`src/rtl/prog_loader.sv`:
```
// prog_loader: write side of the byte-addressed program memory.
// Takes a big-endian 16-bit length header and then the payload from a
// valid/ready byte stream. It writes the payload bytes to consecutive
// addresses starting at BASE_ADDR.
// Optional feature macro: CHECKSUM_EN (one trailing checksum byte; the
// payload plus that byte must sum to 0 mod 256).
// Ports:
//   clk, reset           clock, synchronous active-high reset
//   start                1-cycle pulse, begins a load when not busy
//   s_valid/s_data       stream byte in
//   s_ready              loader accepts s_data this cycle
//   mem_we/addr/wdata    registered byte write to program memory
//   busy, done, err      status; done/err held until next start/reset
module prog_loader #(
    parameter int unsigned Psize     = 512,
    parameter int unsigned n         = 32,
    parameter int unsigned BASE_ADDR = 0
) (
    input  logic         clk,
    input  logic         reset,
    input  logic         start,
    input  logic         s_valid,
    input  logic [7:0]   s_data,
    output logic         s_ready,
    output logic         mem_we,
    output logic [n-1:0] mem_addr,
    output logic [7:0]   mem_wdata,
    output logic         busy,
    output logic         done,
    output logic         err
);

    typedef enum logic [2:0] {
        IDLE, LEN_HI, LEN_LO, DATA, CHECK, DONE, ERR
    } state_t;

    localparam logic [31:0] LIMIT = 32'(Psize - BASE_ADDR);

`ifdef CHECKSUM_EN
    localparam state_t POST = CHECK;
`else
    localparam state_t POST = DONE;
`endif

    state_t      state;
    state_t      state_nx;
    logic [15:0] len_q;
    logic [15:0] cnt_q;
    logic [15:0] len_full;
    logic        xfer;
    logic        last;
`ifdef CHECKSUM_EN
    logic [7:0]  sum_q;
    logic [7:0]  sum_chk;
`endif

    assign xfer     = s_valid & s_ready;
    // Full length as seen during the LEN_LO transfer itself
    assign len_full = {len_q[15:8], s_data};
    assign last     = (cnt_q == len_q - 16'd1);
`ifdef CHECKSUM_EN
    assign sum_chk  = sum_q + s_data;
`endif

    // State register
    always_ff @(posedge clk) begin
        if (reset) state <= IDLE;
        else       state <= state_nx;
    end

    // Next-state logic
    always_comb begin
        state_nx = state;
        unique case (state)
            IDLE, DONE, ERR: begin
                if (start) state_nx = LEN_HI;
            end
            LEN_HI: begin
                if (xfer) state_nx = LEN_LO;
            end
            LEN_LO: begin
                if (xfer) begin
                    if ({16'd0, len_full} > LIMIT) state_nx = ERR;
                    else if (len_full == 16'd0)    state_nx = POST;
                    else                           state_nx = DATA;
                end
            end
            DATA: begin
                if (xfer && last) state_nx = POST;
            end
            CHECK: begin
`ifdef CHECKSUM_EN
                if (xfer) state_nx = (sum_chk == 8'd0) ? DONE : ERR;
`else
                state_nx = IDLE;
`endif
            end
            default: state_nx = IDLE;
        endcase
    end

    // Outputs decoded from state
    always_comb begin
        s_ready = 1'b0;
        busy    = 1'b0;
        done    = 1'b0;
        err     = 1'b0;
        unique case (state)
            LEN_HI, LEN_LO, DATA, CHECK: begin
                s_ready = 1'b1;
                busy    = 1'b1;
            end
            DONE:    done = 1'b1;
            ERR:     err  = 1'b1;
            default: ;
        endcase
    end

    // Datapath: header capture, write port, counters
    always_ff @(posedge clk) begin
        if (reset) begin
            len_q     <= '0;
            cnt_q     <= '0;
            mem_we    <= 1'b0;
            mem_addr  <= n'(BASE_ADDR);
            mem_wdata <= '0;
`ifdef CHECKSUM_EN
            sum_q     <= '0;
`endif
        end else begin
            mem_we <= 1'b0;
            if (start && !busy) begin
                len_q <= '0;
                cnt_q <= '0;
`ifdef CHECKSUM_EN
                sum_q <= '0;
`endif
            end
            if (state == LEN_HI && xfer) len_q[15:8] <= s_data;
            if (state == LEN_LO && xfer) len_q[7:0]  <= s_data;
            if (state == DATA && xfer) begin
                mem_we    <= 1'b1;
                mem_addr  <= n'(BASE_ADDR) + n'(cnt_q);
                mem_wdata <= s_data;
                cnt_q     <= cnt_q + 16'd1;
`ifdef CHECKSUM_EN
                sum_q     <= sum_q + s_data;
`endif
            end
        end
    end

endmodule

```
`config.mk`:
```
export PLATFORM = sky130hd
export DESIGN_NAME = prog_loader
export DESIGN_NICKNAME = d
export VERILOG_FILES = /design/src/rtl/prog_loader.sv
export SDC_FILE = /design/constraint.sdc
export NUM_CORES = 1
export LEC_CHECK = 0
export ABC_AREA = 1
export BUFFER_PORTS_ARGS = -buffer_cell sky130_fd_sc_hd__buf_2
export CELL_PAD_IN_SITES_DETAIL_PLACEMENT = 1
export CELL_PAD_IN_SITES_GLOBAL_PLACEMENT = 1
export CORE_UTILIZATION = 39
export CTS_CLUSTER_DIAMETER = 120
export DETAILED_ROUTE_END_ITERATION = 8
export PLACE_DENSITY = 0.85
export SYNTH_ARGS = -nofsm -noshare
export SYNTH_HDL_FRONTEND = slang
export SYNTH_SLANG_ARGS = --single-unit
```
`constraint.sdc`:
```
create_clock -name clk -period 2.4 [get_ports clk]
set_input_delay 0.24 -clock clk [delete_from_list [all_inputs] [get_ports clk]]
set_output_delay 0.24 -clock clk [all_outputs]
set_load 0.01 [all_outputs]
```
After elaboration in Yosys (flattened, before gate mapping). Index checks and enable logic that the tools add are counted.

Logic and storage cells: 51. Input port bits: 12. Bits in registers: 60. Output and inout bits: 45.

Multiplexer cells: 15. Magnitude comparators: 1. Reduce and logical (&&, ||, !) cells: 14. Equality and inequality tests: 11. Add/subtract/negate cells: 2. Bitwise operators: 1.

Operator list (number): 16-bit 2-to-1 mux (2); 3-bit 2-to-1 mux (6); 16-bit by 1-bit adder with 16-bit output, second input constant (1); 16-bit equality test (1); 16-bit by 10-bit greater-than comparator with 1-bit output, second input constant (1); 16-bit logical NOT (1); 8-bit 2-to-1 mux (2); 16-bit by 1-bit subtractor with 16-bit output, second input constant (1); 3-bit case mux with 4 select lines (1); 3-bit equality test, second input constant (3); 2-bit inequality test, second input constant (4); 3-bit by 2-bit equality test with 1-bit output, second input constant (2); 2-bit nonzero test (3); 1-bit logical AND (5); 1-bit 2-to-1 mux (4); 4-bit AND reduction (1); 4-bit OR reduction (1); 3-bit by 1-bit equality test with 1-bit output, second input constant (1); 3-bit logical NOT (1); 3-bit OR reduction (1); 1-bit AND (1); 1-bit logical NOT (1).

Longest topological paths before layout.
Depth after elaboration: 7. Depth in mapped cells: 16. Mapped depth without buffers: 16.

Worst setup path before layout. OpenSTA, ideal clock, no wires.

Path kind: reg2reg. Start: register len_q[0]. End: register state[2]. Arrival: 1.544 ns. Path slack: 0.741 ns. Cell stages (with the launch flop): 16. Cells stage by stage: dfxtp_1 inv_1 ha_1 nand3_2 nor2_1 nand2_1 nand2_1 nand2_1 nor2_1 nand2_1 nor2_1 nand2_1 nand2_2 nand3_1 nand2_1 nor2_1.

Word-level cells in the longest chain between the ends: 5.

RTL lines: from (decl) (line 47) `logic [15:0] len_q;`; from (signal assigned) (line 140) `if (state == LEN_LO && xfer) len_q[7:0] <= s_data;`; 16-bit by 1-bit subtractor with 16-bit output (line 60) `assign last = (cnt_q == len_q - 16'd1);`; 16-bit equality test (line 60); 1-bit logical AND (line 89) `if (xfer && last) state_nx = POST;`; 2-bit inequality test (no line); 4-bit AND reduction (no line); to (signal assigned) (line 68) `else state <= state_nx;`; to (decl) (line 45) `state_t state;`.

Every way passes these cells. A chain may end at the register's enable or synchronous reset.

Final worst setup path. Ends and elaborated chain as after synthesis.

==> flow_metrics.py <==
metrics = {
    "outcome": {
        "status": "finished clean",
    },
    "detailed_routing": {
        "via_per_inst": 5.17,
        "firstDrtPassIters": 4,
        "drtAntennaViolNets": 0,
        "via_count": 3409,
        "first_iter_violations": 212,
        "wl_um": 10300,
        "route.detailed.drc": 0,
        "avgRoutedWirePerCell_um": 15.6,
    },
    "timing": {
        "fmax_ghz": 0.476,
        "fin_tns_setup_ns": 0,
        "drv_slew": 0,
        "post-route-period-util_pct": 87.4,
        "hold_viol_final": 0,
        "setup-violations-final": 0,
        "layout_min_cycle_time_ns": 2.10,
        "rsz0062_at_grt": "no",
        "worst_clock_skew_ns": 0.0104,
    },
    "floorplan": {
        "start_util_pct": 40.3,
        "coreArea_um2": 8260,
        "die_w_um": 94.4,
        "die_h_um": 94.4,
        "ios": 57,
        "rows": 33,
        "fp.dieArea_um2": 8910,
    },
    "synthesis": {
        "seq_area_frac_synth_pct": 36.1,
        "syn_inst": 510,
        "yosysWarnings": 0,
        "avgSynthCellArea_um2": 6.53,
        "synth.distinct_cells": 33,
        "netlist_area_um2": 3330,
        "ys_ff_latch": 60,
    },
    "setup_path": {
        "crit_type": "reg2reg",
        "reg2reg_depth": 15,
        "crit_path_end_kind": "register",
        "critPathRequiredTime_ns": 2.64,
        "arrival_ns": 2.34,
        "crit_fanout": 5,
        "cp-start-kind": "register",
    },
    "grt": {
        "antenna_found_initial": 0,
        "grt_usage_pct": 24.7,
        "grt_pass1_wl_um": 16500,
        "grt_pass1_vias": 3358,
        "overflow": 0,
        "grt_max_degree": 31,
    },
    "placement": {
        "port_buffers": 40,
        "gp_congestion": 0.904,
        "dpl.hpwl_um": 7700,
    },
    "clock_tree": {
        "cts_setup_buffers": 0,
        "clk_path_buf_depth": 2,
        "path_clk_slew_ns": 0.07,
        "clock_latency_ns": 0.34,
        "cts_resized": 0,
        "clockRootBuffer": "clkbuf_8",
        "cts_tree": "built",
        "numCtsBuffers": 9,
        "ctsHoldBuffers": 0,
        "htreeDepth": 3,
        "clock_sinks": 60,
    },
    "layout": {
        "final_nets": 564,
        "drive_above_1_share_pct": 14.6,
        "nFillCells": 1154,
        "fin_util_pct": 45.4,
        "area_growth_pct": 12.6,
        "diodes": 0,
    },
    "pwr": {
        "power.static_leakage_uw": 0.00182,
        "ir_drop_uv": 401,
        "p_per_area_nw_per_um2": 891,
    },
    "worst_hold_path": {
        "worstHoldPathCells": 3,
        "hold_path_class": "in2reg",
    },
    "job": {
        "maxCapViolCount": 0,
    },
}
[metrics by stage]
stage | worst slack, ns | cells | total power [µW] | cell area, µm² | hold slack (ns)
floorplan | 0.741 | 525 | 2120 | 3390 | 0.323
global placement | 0.455 | 644 | 2400 | 3570 | 0.447
detailed placement | 0.348 | 644 | 2460 | 3570 | 0.461
CTS | 0.321 | 660 | 3350 | 3750 | 0.168
global route | 0.0911 | 660 | 3580 | 3750 | 0.155
finish | 0.301 | 660 | 3340 | 3750 | 0.175
[final cells by class]
| cell class | instances | area, µm² | area share [%] |
|---|---|---|---|
| Multi-Input combinational cell | 362 | 1720 | 45.9 |
| Sequential cell | 60 | 1200 | 32.0 |
| Inverter | 71 | 267 | 7.10 |
| Timing Repair Buffer | 46 | 245 | 6.54 |
| Clock buffer | 11 | 131 | 3.50 |
| Tap cell | 105 | 131 | 3.50 |
| Clock inverter | 5 | 52.6 | 1.40 |
[cell families after synthesis]
kind of cell / synth area share [%]
buffers and inverters: 13.9
AOI/OAI and AO/OA: 14.1
other: 0.113
adders and majority gates: 0.751
DFF: 36.1
and+or+nand+nor: 32.7
xor gates and xnor gates: 2.37
[final timing paths]
path,start,to,slack (ns)
worst max-delay path,len_q[0],state[2],0.30
worst min-delay path,s_data[2],len_q[10],0.17
worst max register to register,len_q[0],state[2],0.30
worst min register to register,mem_addr[0],mem_addr[0],0.47
[worst max-delay path: stages, from the launching register on]
cell     delay (ns)
dfxtp_1        0.32
inv_1          0.12
ha_1           0.24
nand2_1        0.08
nor2_1         0.28
nand3_1        0.18
nand3_1        0.11
nand2_1        0.05
inv_1          0.04
nand2_1        0.05
nor2_1         0.15
nand2_1        0.09
nand2_2        0.10
nand3_1        0.08
nand2_1        0.07
nor2_1         0.04
[flip-flops by register name, indices dropped and copies added, names as in the netlist]
signal and count:
cnt_q 16, state 3, mem_addr 16, mem_wdata 8, mem_we 1, len_q 16
[cells in the mapped netlist]
cell	instances	area, µm²
inv_2	2	7.51
nor2_1	70	263
o21ai_0	26	130
dfxtp_1	60	1200
buf_2	4	20.0
nand3b_1	2	15.0
a22oi_1	1	7.51
conb_1	1	3.75
o31ai_1	3	22.5
nand2_2	5	31.3
clkbuf_1	7	26.3
ha_1	2	25.0
o21ai_1	1	5.00
a32o_1	1	10.0
and3_1	1	6.26
xnor2_1	2	17.5
nor2_2	4	25.0
inv_1	69	259
xor2_1	7	61.3
nor3_2	1	10.0
a211oi_1	4	30.0
nand3_2	4	40.0
buf_1	2	7.51
nor3_1	2	10.0
nand3_1	35	175
a221oi_1	2	17.5
buf_4	19	143
nor2_4	3	33.8
o22ai_1	10	62.6
a21oi_1	37	185
nand2_1	116	435
or2_2	2	12.5
nand4_1	5	31.3
[layer usage]
layer | vias to the layer above | wire length [µm] | share of wire, % | GRT usage [%]
li1 | 1671 | - | - | -
met1 | 1629 | 4500 | 44 | 29.6
met3 | 27 | 410 | 4.0 | 5.07
met4 | 0 | 367 | 3.6 | 11.9
met5 | - | 0 | 0 | 0
met2 | 82 | 5010 | 49 | 42.0
[layout by cell type, fill, tap and decap left out, drive strengths merged, types with 7 or more instances in the layout]
cell | netlist | layout
nand2 | 121 | 121
nor2 | 77 | 77
inv | 71 | 71
dfxtp | 60 | 60
buf | 25 | 46
nand3 | 39 | 39
a21oi | 37 | 37
o21ai | 27 | 27
conb | 1 | 16
clkbuf | 7 | 11
o22ai | 10 | 10
xor2 | 7 | 7
[power breakdown]
part           internal (µW)  switching (µW)
Combinational            420             873
Clock                    475             410
Sequential              1080            85.1
Power figures use the tool's default switching activity.
